File: src/rtl/uart_link.sv
// 8N1 UART endpoint: synchronised RX deserialiser with a byte handshake, plus an
// independent TX serialiser. Both engines run on clk with a synchronous reset.
module uart_link #(
  parameter int unsigned CLKS_PER_BIT = 434
) (
  input  logic       clk,
  input  logic       reset,
  input  logic       rx,
  output logic       tx,
  output logic       rx_valid,
  output logic [7:0] rx_byte,
  input  logic       rx_ack,
  output logic       rx_overrun,
  output logic       rx_frame_err,
  input  logic       tx_send,
  input  logic [7:0] tx_byte,
  output logic       tx_ready
);

  localparam int unsigned CW = (CLKS_PER_BIT > 1) ? $clog2(CLKS_PER_BIT) : 1;
  localparam int unsigned BW = 4;
  localparam logic [CW-1:0] BIT_LAST  = CW'(CLKS_PER_BIT - 1);
  localparam logic [CW-1:0] HALF_LAST = CW'(CLKS_PER_BIT / 2 - 1);
  localparam logic [BW-1:0] LAST_DATA = BW'(7);

  typedef enum logic [1:0] {
    S_IDLE,
    S_START,
    S_DATA,
    S_STOP
  } state_t;

  // RX state
  logic          rx_sync1, rx_sync2;
  state_t        rx_state, rx_state_nxt;
  logic [CW-1:0] rx_cnt, rx_cnt_nxt;
  logic [BW-1:0] rx_bit, rx_bit_nxt;
  logic [7:0]    rx_shift, rx_shift_nxt;
  logic          rx_valid_nxt;
  logic [7:0]    rx_byte_nxt;
  logic          rx_overrun_nxt, rx_frame_err_nxt;

  // TX state
  state_t        tx_state, tx_state_nxt;
  logic [CW-1:0] tx_cnt, tx_cnt_nxt;
  logic [BW-1:0] tx_bit, tx_bit_nxt;
  logic [7:0]    tx_shift, tx_shift_nxt;
  logic          tx_nxt, tx_ready_nxt;

  // State and output registers for both engines
  always_ff @(posedge clk) begin
    if (reset) begin
      rx_sync1     <= 1'b1;
      rx_sync2     <= 1'b1;
      rx_state     <= S_IDLE;
      rx_cnt       <= '0;
      rx_bit       <= '0;
      rx_shift     <= '0;
      rx_valid     <= 1'b0;
      rx_byte      <= '0;
      rx_overrun   <= 1'b0;
      rx_frame_err <= 1'b0;
      tx_state     <= S_IDLE;
      tx_cnt       <= '0;
      tx_bit       <= '0;
      tx_shift     <= '0;
      tx           <= 1'b1;
      tx_ready     <= 1'b1;
    end else begin
      rx_sync1     <= rx;
      rx_sync2     <= rx_sync1;
      rx_state     <= rx_state_nxt;
      rx_cnt       <= rx_cnt_nxt;
      rx_bit       <= rx_bit_nxt;
      rx_shift     <= rx_shift_nxt;
      rx_valid     <= rx_valid_nxt;
      rx_byte      <= rx_byte_nxt;
      rx_overrun   <= rx_overrun_nxt;
      rx_frame_err <= rx_frame_err_nxt;
      tx_state     <= tx_state_nxt;
      tx_cnt       <= tx_cnt_nxt;
      tx_bit       <= tx_bit_nxt;
      tx_shift     <= tx_shift_nxt;
      tx           <= tx_nxt;
      tx_ready     <= tx_ready_nxt;
    end
  end

  // RX next state: mid-bit sampling plus consumer handshake
  always_comb begin
    rx_state_nxt     = rx_state;
    rx_cnt_nxt       = rx_cnt;
    rx_bit_nxt       = rx_bit;
    rx_shift_nxt     = rx_shift;
    rx_valid_nxt     = rx_valid;
    rx_byte_nxt      = rx_byte;
    rx_overrun_nxt   = 1'b0;
    rx_frame_err_nxt = 1'b0;

    if (rx_ack && rx_valid) rx_valid_nxt = 1'b0;

    case (rx_state)
      S_IDLE: begin
        rx_cnt_nxt = '0;
        rx_bit_nxt = '0;
        if (!rx_sync2) rx_state_nxt = S_START;
      end
      S_START: begin
        if (rx_cnt == HALF_LAST) begin
          rx_cnt_nxt   = '0;
          rx_state_nxt = rx_sync2 ? S_IDLE : S_DATA;
        end else begin
          rx_cnt_nxt = rx_cnt + CW'(1);
        end
      end
      S_DATA: begin
        if (rx_cnt == BIT_LAST) begin
          rx_cnt_nxt   = '0;
          rx_shift_nxt = {rx_sync2, rx_shift[7:1]};
          if (rx_bit == LAST_DATA) begin
            rx_bit_nxt   = '0;
            rx_state_nxt = S_STOP;
          end else begin
            rx_bit_nxt = rx_bit + BW'(1);
          end
        end else begin
          rx_cnt_nxt = rx_cnt + CW'(1);
        end
      end
      S_STOP: begin
        if (rx_cnt == BIT_LAST) begin
          rx_cnt_nxt   = '0;
          rx_state_nxt = S_IDLE;
          if (!rx_sync2) begin
            rx_frame_err_nxt = 1'b1;
          end else if (!rx_valid || rx_ack) begin
            // a same-edge ack frees the slot for the new byte
            rx_byte_nxt  = rx_shift;
            rx_valid_nxt = 1'b1;
          end else begin
            rx_overrun_nxt = 1'b1;
          end
        end else begin
          rx_cnt_nxt = rx_cnt + CW'(1);
        end
      end
      default: rx_state_nxt = S_IDLE;
    endcase
  end

  // TX next state: start, 8 data bits LSB first, stop, each one bit period
  always_comb begin
    tx_state_nxt = tx_state;
    tx_cnt_nxt   = tx_cnt;
    tx_bit_nxt   = tx_bit;
    tx_shift_nxt = tx_shift;
    tx_nxt       = tx;
    tx_ready_nxt = tx_ready;

    case (tx_state)
      S_IDLE: begin
        tx_cnt_nxt   = '0;
        tx_bit_nxt   = '0;
        tx_nxt       = 1'b1;
        tx_ready_nxt = 1'b1;
        if (tx_send && tx_ready) begin
          tx_shift_nxt = tx_byte;
          tx_state_nxt = S_START;
          tx_nxt       = 1'b0;
          tx_ready_nxt = 1'b0;
        end
      end
      S_START: begin
        if (tx_cnt == BIT_LAST) begin
          tx_cnt_nxt   = '0;
          tx_state_nxt = S_DATA;
          tx_nxt       = tx_shift[0];
        end else begin
          tx_cnt_nxt = tx_cnt + CW'(1);
        end
      end
      S_DATA: begin
        if (tx_cnt == BIT_LAST) begin
          tx_cnt_nxt = '0;
          if (tx_bit == LAST_DATA) begin
            tx_bit_nxt   = '0;
            tx_state_nxt = S_STOP;
            tx_nxt       = 1'b1;
          end else begin
            tx_bit_nxt   = tx_bit + BW'(1);
            tx_shift_nxt = {1'b1, tx_shift[7:1]};
            tx_nxt       = tx_shift[1];
          end
        end else begin
          tx_cnt_nxt = tx_cnt + CW'(1);
        end
      end
      S_STOP: begin
        if (tx_cnt == BIT_LAST) begin
          tx_cnt_nxt   = '0;
          tx_state_nxt = S_IDLE;
          tx_ready_nxt = 1'b1;
        end else begin
          tx_cnt_nxt = tx_cnt + CW'(1);
        end
      end
      default: tx_state_nxt = S_IDLE;
    endcase
  end

endmodule

File: config.mk
export PLATFORM = sky130hd
export DESIGN_NAME = uart_link
export DESIGN_NICKNAME = d
export VERILOG_FILES = /design/src/rtl/uart_link.sv
export SDC_FILE = /design/constraint.sdc
export NUM_CORES = 1
export LEC_CHECK = 0
export CORE_MARGIN = 2
export CORE_UTILIZATION = 55
export DETAILED_ROUTE_END_ITERATION = 10
export GPL_TIMING_DRIVEN = 0
export PLACE_DENSITY = 0.79
export RECOVER_POWER = 25
export SETUP_SLACK_MARGIN = 0.15
export SYNTH_ARGS = -nofsm -noshare
export SYNTH_HDL_FRONTEND = slang
export SYNTH_SLANG_ARGS = --single-unit
export TNS_END_PERCENT = 100
File: constraint.sdc
create_clock -name clk -period 3.84 [get_ports clk]
set_input_delay 1.152 -clock clk [delete_from_list [all_inputs] [get_ports clk]]
set_output_delay 1.152 -clock clk [all_outputs]
set_load 0.005 [all_outputs]
# Word-level counts from Yosys, hierarchy flattened
# Cells that the tools add are included.
word_totals:
  register_bits: 61
  latchBits: 0
  mem_bits_rw: 0
  rom_bits: 0
  input_bits: 13
  mem_count: 0
classes:
  n_addsub: 4
  n_mul: 0
  div: 0
  magnitude_cmp: 0
  eq_ne: 22
  n_shift: 0
  muxes: 42
  n_bitwise: 3
  reduce_logical: 23
op_table:
  columns: ["cell", "n"]
  rows:
  - ["$mux W9", 3]
  - ["$pmux W9 S3", 1]
  - ["$mux W8", 3]
  - ["$mux W2", 11]
  - ["$ne A2 B2 Y1 const B", 11]
  - ["$add A9 B1 Y9 const B", 2]
  - ["$eq A9 B9 Y1 const B", 2]
  - ["$pmux W9 S2", 1]
  - ["$mux W4", 4]
  - ["$pmux W2 S4", 2]
  - ["$pmux W4 S2", 2]
  - ["$pmux W8 S2", 1]
  - ["$mux W1", 12]
  - ["$reduce_and A5 Y1", 2]
  - ["$eq A9 B8 Y1 const B", 1]
  - ["$add A4 B1 Y4 const B", 2]
  - ["$eq A2 B2 Y1 const B", 4]
  - ["$eq A4 B3 Y1 const B", 2]
  - ["$reduce_and A2 Y1", 4]
  - ["$reduce_and A4 Y1", 2]
  - ["$reduce_bool A2 Y1", 3]
  - ["$reduce_or A3 Y1", 2]
  - ["$eq A2 B1 Y1 const B", 2]
  - ["$logic_not A2 Y1", 2]
  - ["10 further kinds", 13]

# Depth between registers and ports, before layout
# Gate-level depths: netlist (run 1).
logic_depth:
  depth_word: 6
  depth_mapped: 7
  depth_no_buf: 6

# Worst setup path after synthesis (run 1)
# No wires, ideal clock.
synth_timing:
  path_type: "input port to flip-flop"
  start: "input port tx_send"
  end: "register tx_shift[2]"
  setup_ps: 119
  arrival_time_ps: 1966
  required_ps: 3721
  path_slack_ps: 1755
  path_stages: 4
  cell_sequence: "a21boi_0 > or3_1 > buf_2 > o221a_1"
synth_via:
  elab_chain_len: 3
synth_rtl:
  columns: ["element", "line_no", "rtl"]
  rows:
  - ["start: declaration", "15", "input logic tx_send,"]
  - ["$logic_and A1 B1 Y1", "166", "if (tx_send && tx_ready) begin"]
  - ["$ne A2 B2 Y1 (no source line)", null, null]
  - ["$reduce_and A4 Y1 (no source line)", null, null]
  - ["end signal: assignment", "83", "tx_shift <= tx_shift_nxt;"]
  - ["end: declaration", "47", "logic [7:0] tx_shift, tx_shift_nxt;"]
# Every way passes these cells.
# A chain may end at the register's enable or synchronous reset.

# Worst setup path in the final report (run 1)
layout_timing:
  start: "input port reset"
  end: "register tx_state[1]"
layout_rtl:
  columns: ["element", "line_no", "rtl"]
  rows:
  - ["start: declaration", "7", "input logic reset,"]
  - ["end signal: assignment", "80", "tx_state <= tx_state_nxt;"]
  - ["end: declaration", "44", "state_t tx_state, tx_state_nxt;"]
# No word-level cell between the ends.

==> impl_metrics.py, run 1 <==
metrics = {
    "status": {
        "status": "completed",
    },
    "route": {
        "drt-total-wl_um": 6003,
        "drt_first_iter_violations": 143,
        "wl_per_cell_um": 13.61,
        "firstDrtPassIters": 4,
        "routed_via_density": 5.542,
        "num_vias": 2444,
        "drcViolationCount": 0,
        "postRouteAntennaNets": 0,
    },
    "yosys": {
        "ys_warn_count": 0,
        "synth_nets": 356,
        "synth_cells": 330,
        "syn_area_per_cell_um2": 8.804,
        "synth.distinct_cells": 54,
        "synth-seq-area-share": 0.4203,
        "synth-edff-count": 0,
        "synth_ff_type": "dfxtp_1",
        "ys_seq_elements": 61,
        "async_flop_share": 0,
        "mappedNetlistArea_um2": 2905,
    },
    "worst_setup_path": {
        "slowest_stage": "dlygate4sd3_1",
        "path_class": "in2reg",
        "crit_fanout": 10,
        "path_cells": "dlygate4sd3_1, clkbuf_1, buf_1, a21oi_1",
        "cp-end-kind": "flip-flop",
        "cp_top_family": "buffers and inverters",
        "required_ns": 4.04,
        "critPathMaxStageDelay_ns": 0.70,
        "path_buf_inv": 3,
        "startpoint_type": "input pin",
        "critPathArrivalTime_ns": 2.87,
    },
    "clocking": {
        "clock-sinks": 61,
        "cts_buffers": 9,
        "cts.clk_slew.worst_paths_ns": 0.06,
        "ctsResizeCount": 0,
        "cts.htree.levels": 3,
        "cts_hold_buf": 0,
        "post-cts-setup-buffers": 0,
        "cts_buffer_depth": 2,
        "cts_tree": "built",
        "insertion_delay_ns": 0.35,
        "root_buffer": "clkbuf_8",
    },
    "placed_design": {
        "gp_congestion": 0.8244,
        "port_buffers": 25,
        "dp_hpwl_um": 4311,
        "preCtsSetupSlack_ns": 0.9051,
        "placed_area_um2": 3243,
    },
    "power": {
        "leakage_nw": 1.217,
        "max-vdd-ir-drop_mv": 0.2682,
        "p_per_area_nw_per_um2": 522.7,
        "power_mw": 1.805,
    },
    "sta": {
        "max_freq_ghz": 0.3752,
        "fin_skew_ns": 0.007477,
        "period_share": 0.6941,
        "fin_ws_ns": 1.175,
        "max_slew_margin": 0.6190,
        "rsz0062_at_grt": "false",
        "min_period_ns": 2.665,
        "setup-violations-final": 0,
        "fin_setup_tns_ns": 0,
        "hold_viol_final": 0,
        "worst_pin_slew_ns": 0.5716,
        "maxSlewViolCount": 0,
    },
    "die": {
        "io-pin-count": 26,
        "start_util": 0.5688,
        "die_area_um2": 5880,
        "coreArea_um2": 5107,
        "num_rows": 26,
        "die_h_um": 76.68,
        "dieWidth_um": 76.68,
    },
    "finish": {
        "fin_nets": 392,
        "drive_above_1_share": 0.08356,
        "area_growth_pct": 18.86,
        "antenna_cells": 0,
        "fin_area_um2": 3453,
    },
    "global_routing": {
        "grt_use_total": 0.2172,
        "antenna_found_initial": 0,
        "overflow": 0,
        "grt_pass1_vias": 2288,
        "grt_start_max_net_pins": 11,
        "grt_pass1_wl_um": 10300,
    },
    "run": {
        "cap_violations": 0,
    },
    "worst_hold_path": {
        "min_path_type": "reg2reg",
    },
}
## metrics by stage
stage,instances,hold slack (ns),util
after CTS,441,0.4102,0.6761
after floorplan,330,0.3895,-
after global routing,441,0.4168,0.6761
final,441,0.4103,0.6761
after global placement,425,0.3916,0.6350
after detailed placement,425,0.3966,0.6350
## cell families (layout without fill, tap and decap cells)
logic type	Yosys count	after routing	synth area share
xor gates and xnor gates	14	14	0.04221
adders and majority gates	13	13	0.05599
buffers and inverters	27	68	0.03747
AOI/OAI and AO/OA	69	69	0.1589
muxes	8	8	0.02756
and+or+nand+nor	138	138	0.2575
DFF	61	61	0.4203
## Yosys cell counts (3+ instances only)
cell,n,area [µm²]
xor2_1,3,26.28
nand2b_1,12,75.07
o221a_1,7,78.83
nor3_1,7,35.03
nand2_1,7,26.28
dfxtp_1,61,1221
nand4b_1,4,35.03
buf_2,3,15.01
xnor2_1,11,96.34
mux2i_1,8,80.08
o21ai_0,23,115.1
a21oi_1,15,75.07
nand3_1,17,85.08
a21o_1,4,30.03
nor4_1,3,18.77
clkbuf_1,9,33.78
or2_2,3,18.77
nor2_1,56,210.2
nand4_1,4,25.02
inv_1,13,48.80
ha_1,13,162.7
## cell usage in the layout, fill, tap and decap left out, types with 12 or more instances in the layout
cell / instances
nand3_1: 17
clkbuf_8: 12
dfxtp_1: 61
a21oi_1: 15
nor2_1: 56
nand2b_1: 12
o21ai_0: 23
clkdlybuf4s50_1: 24
inv_1: 13
ha_1: 13
## worst register-to-register path, delay by kind of cell, from the launching register on
family | cells | cell delay (ns)
adders and majority gates | 1 | 0.25
AOI/OAI and AO/OA | 2 | 0.31
DFF | 1 | 0.39
buffers and inverters | 3 | 0.53
and+or+nand+nor | 1 | 0.45
## where the power goes
part | leakage [nW] | switching, mW | internal (mW)
logic | 0.610 | 0.253 | 0.208
clock network | 0.112 | 0.243 | 0.349
registers | 0.495 | 0.0503 | 0.702
## path summary, 6_finish.rpt
kind | start | endpoint | slack (ns) | cells after the start
hold / removal | rx_sync1 | rx_sync2 | 0.41 | 1
setup / recovery | reset | tx_state[1] | 1.17 | 4
setup reg to reg | tx_state[0] | tx_state[1] | 1.82 | 7
hold reg to reg | rx_sync1 | rx_sync2 | 0.41 | 1
## registers in the layout (all words and copies together), names as in the netlist, named ones only
signal and count:
rx_cnt 9, tx_cnt 9, rx_byte 8, rx_shift 8, tx_shift 8, rx_bit 4, tx_bit 4, tx_state 2
rx_frame_err 1, rx_overrun 1, rx_state 1, rx_sync1 1, rx_sync2 1, rx_valid 1, tx 1, tx_ready 1
## layer usage
layer	track usage	up-vias	wire length, µm
met5	0	-	0
met4	0.1255	0	93
met3	0.05647	9	245
met2	0.3368	47	2769
met1	0.2729	1145	2895
li1	-	1243	-
## cell type report
class	instances	area [µm²]
Clock buffer	12	165.2
Multi-Input combinational cell	242	1575
Timing Repair Buffer	25	250.2
Buffer	14	60.06
Clock inverter	4	45.04
Fill cell	448	1654
Sequential cell	61	1221
Tap cell	70	87.58
Inverter	13	48.80
No activity file was read; power rests on OpenSTA's default activity.
==> inputs of run 2 (changes only) <==
==> constraint.sdc (replaced) <==
create_clock -name clk -period 2.5 [get_ports clk]
set_input_delay 0.75 -clock clk [delete_from_list [all_inputs] [get_ports clk]]
set_output_delay 0.75 -clock clk [all_outputs]
set_load 0.005 [all_outputs]
==> impl_metrics.py, run 2 (same netlist as run 1, synthesis figures left out) <==
metrics = {
    "route": {
        "wl_per_cell_um": 13.62,
        "postRouteAntennaNets": 0,
        "drcViolationCount": 0,
        "num_vias": 2444,
        "firstDrtPassIters": 4,
        "routed_via_density": 5.542,
        "drt_first_iter_violations": 142,
        "drt-total-wl_um": 6005,
    },
    "worst_setup_path": {
        "rr_worst_depth": 7,
        "required_ns": 2.70,
        "path_cells": "dlygate4sd3_1, clkbuf_1, buf_1, a21oi_1",
        "cp-end-kind": "flip-flop",
        "cp_top_family": "buffers and inverters",
        "reg2reg_to": "tx_state[1]",
        "slowest_stage": "dlygate4sd3_1",
        "path_class": "in2reg",
        "startpoint_type": "input pin",
        "crit_fanout": 10,
        "path_buf_inv": 3,
        "critPathArrivalTime_ns": 2.46,
        "r2r-start": "tx_state[0]",
        "critPathMaxStageDelay_ns": 0.70,
        "reg2reg_slack_ns": 0.48,
    },
    "worst_hold_path": {
        "whs_endpoint": "rx_sync2",
        "hold_start": "rx_sync1",
        "hold_depth": 1,
        "min_path_type": "reg2reg",
    },
    "status": {
        "status": "completed",
    },
    "die": {
        "io-pin-count": 26,
        "start_util": 0.5688,
        "coreArea_um2": 5107,
        "die_area_um2": 5880,
        "die_h_um": 76.68,
        "num_rows": 26,
        "dieWidth_um": 76.68,
    },
    "sta": {
        "max_slew_margin": 0.6182,
        "period_share": 0.9062,
        "hold_viol_final": 0,
        "fin_skew_ns": 0.007483,
        "maxSlewViolCount": 0,
        "worst_pin_slew_ns": 0.5728,
        "setup-violations-final": 0,
        "fin_setup_tns_ns": 0,
        "rsz0062_at_grt": "false",
        "min_period_ns": 2.265,
        "max_freq_ghz": 0.4414,
    },
    "finish": {
        "top_regs": "rx_cnt: 9 flops, tx_cnt: 9 flops",
        "antenna_cells": 0,
        "final_cell_mix": "dfxtp_1, nor2_1, o21ai_0",
        "fin_nets": 392,
        "drive_above_1_share": 0.08356,
        "layout_commonest_cell": "dfxtp_1",
        "multiInputGateArea_um2": 1575,
        "area_growth_pct": 18.86,
        "postLayoutCoreUtil": 0.6761,
        "final-seq-area_um2": 1221,
        "fill_cells": 448,
    },
    "power": {
        "max-vdd-ir-drop_mv": 0.4120,
        "p_clk_frac": 0.328,
        "p_per_area_nw_per_um2": 802.7,
        "switching_share": 0.3026,
        "p_switching_uw": 838.7,
        "power_mw": 2.772,
        "leakage_nw": 1.228,
        "pwr-share-seq": 0.417,
        "p_comb_frac": 0.256,
        "p_int_mw": 1.933,
    },
    "clocking": {
        "cts.clk_slew.worst_paths_ns": 0.06,
        "post-cts-setup-buffers": 0,
        "ctsResizeCount": 0,
        "root_buffer": "clkbuf_8",
        "cts_buffers": 9,
        "cts.htree.levels": 3,
        "cts_buffer_depth": 2,
        "clock-sinks": 61,
        "cts_hold_buf": 0,
        "cts_tree": "built",
        "insertion_delay_ns": 0.35,
    },
    "placed_design": {
        "gp_congestion": 0.8244,
        "dp_hpwl_um": 4311,
        "port_buffers": 25,
    },
    "global_routing": {
        "grt_use_total": 0.2172,
        "antenna_found_initial": 0,
        "grt_pass1_vias": 2288,
        "grt_start_max_net_pins": 11,
        "grt_pass1_wl_um": 10300,
        "overflow": 0,
    },
    "run": {
        "cap_violations": 0,
    },
}
==> run 2: per-layer routing <==
| layer | global-route usage | vias to the layer above | share of wire |
|---|---|---|---|
| li1 | - | 1244 | - |
| met1 | 0.2729 | 1144 | 0.49 |
| met2 | 0.3368 | 47 | 0.45 |
| met3 | 0.05647 | 9 | 0.044 |
| met4 | 0.1255 | 0 | 0.015 |
| met5 | 0 | - | 0 |
==> run 2: power by group through the flow <==
stage	logic, mW	clock network [mW]	registers, mW
2_1_floorplan	0.529	0	1.15
3_3_place_gp	0.686	0	1.17
3_5_place_dp	0.700	0	1.17
4_1_cts	0.704	0.926	1.15
5_1_grt	0.790	0.978	1.16
6_report	0.709	0.908	1.16
==> run 2: layout make-up <==
type / instances / area share
Buffer: 14 / 0.01739
Timing Repair Buffer: 25 / 0.07246
Clock buffer: 12 / 0.04783
Multi-Input combinational cell: 242 / 0.4562
Inverter: 13 / 0.01413
Tap cell: 70 / 0.02536
Clock inverter: 4 / 0.01304
Sequential cell: 61 / 0.3536
==> run 2: how the worst max path moves through the flow <==
stage | startpoint | to | cells past startpoint
2_1_floorplan | tx_state[0] | tx_state[1] | 6
3_3_place_gp | reset | tx_shift[7] | 5
3_5_place_dp | reset | tx_shift[7] | 5
4_1_cts | reset | tx_shift[7] | 5
5_1_grt | reset | tx_shift[7] | 5
6_report | reset | tx_state[1] | 4
==> run 2: per-stage QoR <==
stage               setup WS (ns)  hold WS [ns]  area [µm²]  instances
floorplan                  0.7287        0.3895        2905        330
global placement         0.005075        0.3916        3243        425
detailed placement       -0.03293        0.3966        3243        425
CTS                        0.3348        0.4102        3453        441
global route               0.1764        0.4168        3453        441
finish                     0.2345        0.4105        3453        441
==> inputs of run 3 (changes only) <==
--- a/config.mk
+++ b/config.mk
@@ -9,7 +9,7 @@
 export CORE_UTILIZATION = 55
 export DETAILED_ROUTE_END_ITERATION = 10
 export GPL_TIMING_DRIVEN = 0
-export PLACE_DENSITY = 0.79
+export PLACE_DENSITY_LB_ADDON = 0.1
 export RECOVER_POWER = 25
 export SETUP_SLACK_MARGIN = 0.15
 export SYNTH_ARGS = -nofsm -noshare
==> impl_metrics.py, run 3 (same netlist as run 1, synthesis figures left out) <==
metrics = {
    "finish": {
        "drive_above_1_share": 0.08086,
        "fin_nets": 392,
        "area_growth_pct": 18.22,
        "antenna_cells": 0,
        "layout_commonest_cell": "dfxtp_1",
        "top_regs": "rx_cnt: 9 flops, tx_cnt: 9 flops",
        "postLayoutCoreUtil": 0.6725,
        "finalNonFillerCells": 441,
        "final_cell_mix": "dfxtp_1, nor2_1, o21ai_0",
    },
    "worst_setup_path": {
        "crit_top_cell": "clkbuf_1",
        "path_cells": "dlygate4sd3_1, clkbuf_1, clkbuf_1, nor2_1, o21a_1",
        "path_buf_inv": 3,
        "path_class": "in2reg",
        "critPathMaxStageDelay_ns": 0.69,
        "cp_top_family": "buffers and inverters",
        "crit_fanout": 10,
        "startpoint_type": "input pin",
        "slowest_stage": "dlygate4sd3_1",
        "required_ns": 2.72,
        "cp-end-kind": "flip-flop",
        "critPathArrivalTime_ns": 2.47,
    },
    "sta": {
        "worst_pin_slew_ns": 0.5243,
        "maxSlewViolCount": 0,
        "fin_ws_ns": 0.2537,
        "setup-violations-final": 0,
        "fin_skew_ns": 0.01136,
        "holdWs_ns": 0.4050,
        "rsz0062_at_grt": "false",
        "min_period_ns": 2.246,
        "max_freq_ghz": 0.4452,
        "max_slew_margin": 0.6505,
        "hold_viol_final": 0,
        "period_share": 0.8985,
        "fin_setup_tns_ns": 0,
    },
    "clocking": {
        "cts_buffer_depth": 2,
        "ctsResizeCount": 0,
        "cts_tree": "built",
        "insertion_delay_ns": 0.33,
        "cts.htree.levels": 3,
        "post-cts-setup-buffers": 0,
        "cts.clk_slew.worst_paths_ns": 0.06,
        "cts_hold_buf": 0,
        "root_buffer": "clkbuf_8",
        "cts_buffers": 9,
        "clock-sinks": 61,
    },
    "global_routing": {
        "overflow": 0,
        "grt_start_max_net_pins": 11,
        "grt_pass1_vias": 2313,
        "grt_use_total": 0.2216,
        "grt_pass1_wl_um": 10520,
        "antenna_found_initial": 0,
    },
    "power": {
        "p_per_area_nw_per_um2": 787.5,
        "max-vdd-ir-drop_mv": 0.6545,
        "leakage_nw": 1.215,
    },
    "route": {
        "firstDrtPassIters": 5,
        "drt-total-wl_um": 5955,
        "drt_first_iter_violations": 118,
        "postRouteAntennaNets": 0,
        "drcViolationCount": 0,
        "routed_via_density": 5.517,
        "wl_per_cell_um": 13.50,
        "num_vias": 2433,
    },
    "die": {
        "die_h_um": 76.68,
        "dieWidth_um": 76.68,
        "num_rows": 26,
        "start_util": 0.5688,
        "io-pin-count": 26,
        "die_area_um2": 5880,
        "coreArea_um2": 5107,
    },
    "status": {
        "status": "completed",
    },
    "worst_hold_path": {
        "min_path_type": "reg2reg",
    },
    "placed_design": {
        "gp_congestion": 0.8759,
        "preCtsSetupSlack_ns": -0.01983,
        "dp.cells": 425,
        "dp_hpwl_um": 4144,
        "port_buffers": 25,
    },
    "run": {
        "cap_violations": 0,
    },
}
-- run 3: changes by cell type in the layout (fill, tap and decap cells not counted) --
cell             delta
clkbuf_1            +1
clkbuf_8            -2
clkdlybuf4s50_1     +1
clkinv_2            +1
dlygate4sd3_1       -1
-- run 3: worst paths after layout --
check,startpoint,endpoint,slack (ns),cells past startpoint
min,rx_sync1,rx_sync2,0.40,1
max,reset,tx_shift[7],0.25,5
max reg2reg,tx_state[0],tx_state[1],0.48,7
min reg2reg,rx_sync1,rx_sync2,0.40,1
-- run 3: report_power, final --
group	switching, mW	leakage (nW)	total, mW	internal, mW
Combinational	0.396	0.617	0.714	0.319
Sequential	0.0729	0.495	1.15	1.08
Clock	0.359	0.103	0.840	0.481
Total	0.828	1.22	2.70	1.88
-- run 3: area by class of cell --
cell class,instances,area (µm²)
clock buffer,11,141.4
buffer,14,60.06
multi-input combinational,242,1575
timing repair buffer,25,250.2
inverter,13,48.80
sequential,61,1221
fill,450,1673
tap,70,87.58
clock inverter,5,50.05
-- run 3: metal layers --
metal,vias to the layer above,part of all wire,track usage
met2,47,0.47,0.3684
met1,1138,0.49,0.2759
li1,1244,-,-
met4,0,0.0076,0.06545
met5,-,0,0
met3,4,0.039,0.06941
-- run 3: through the flow --
step                area, µm²  total power [mW]
finish                   3435             2.705
global route             3435             2.879
CTS                      3435             2.731
detailed placement       3243             1.878
global placement         3243             1.865
floorplan                2905             1.682
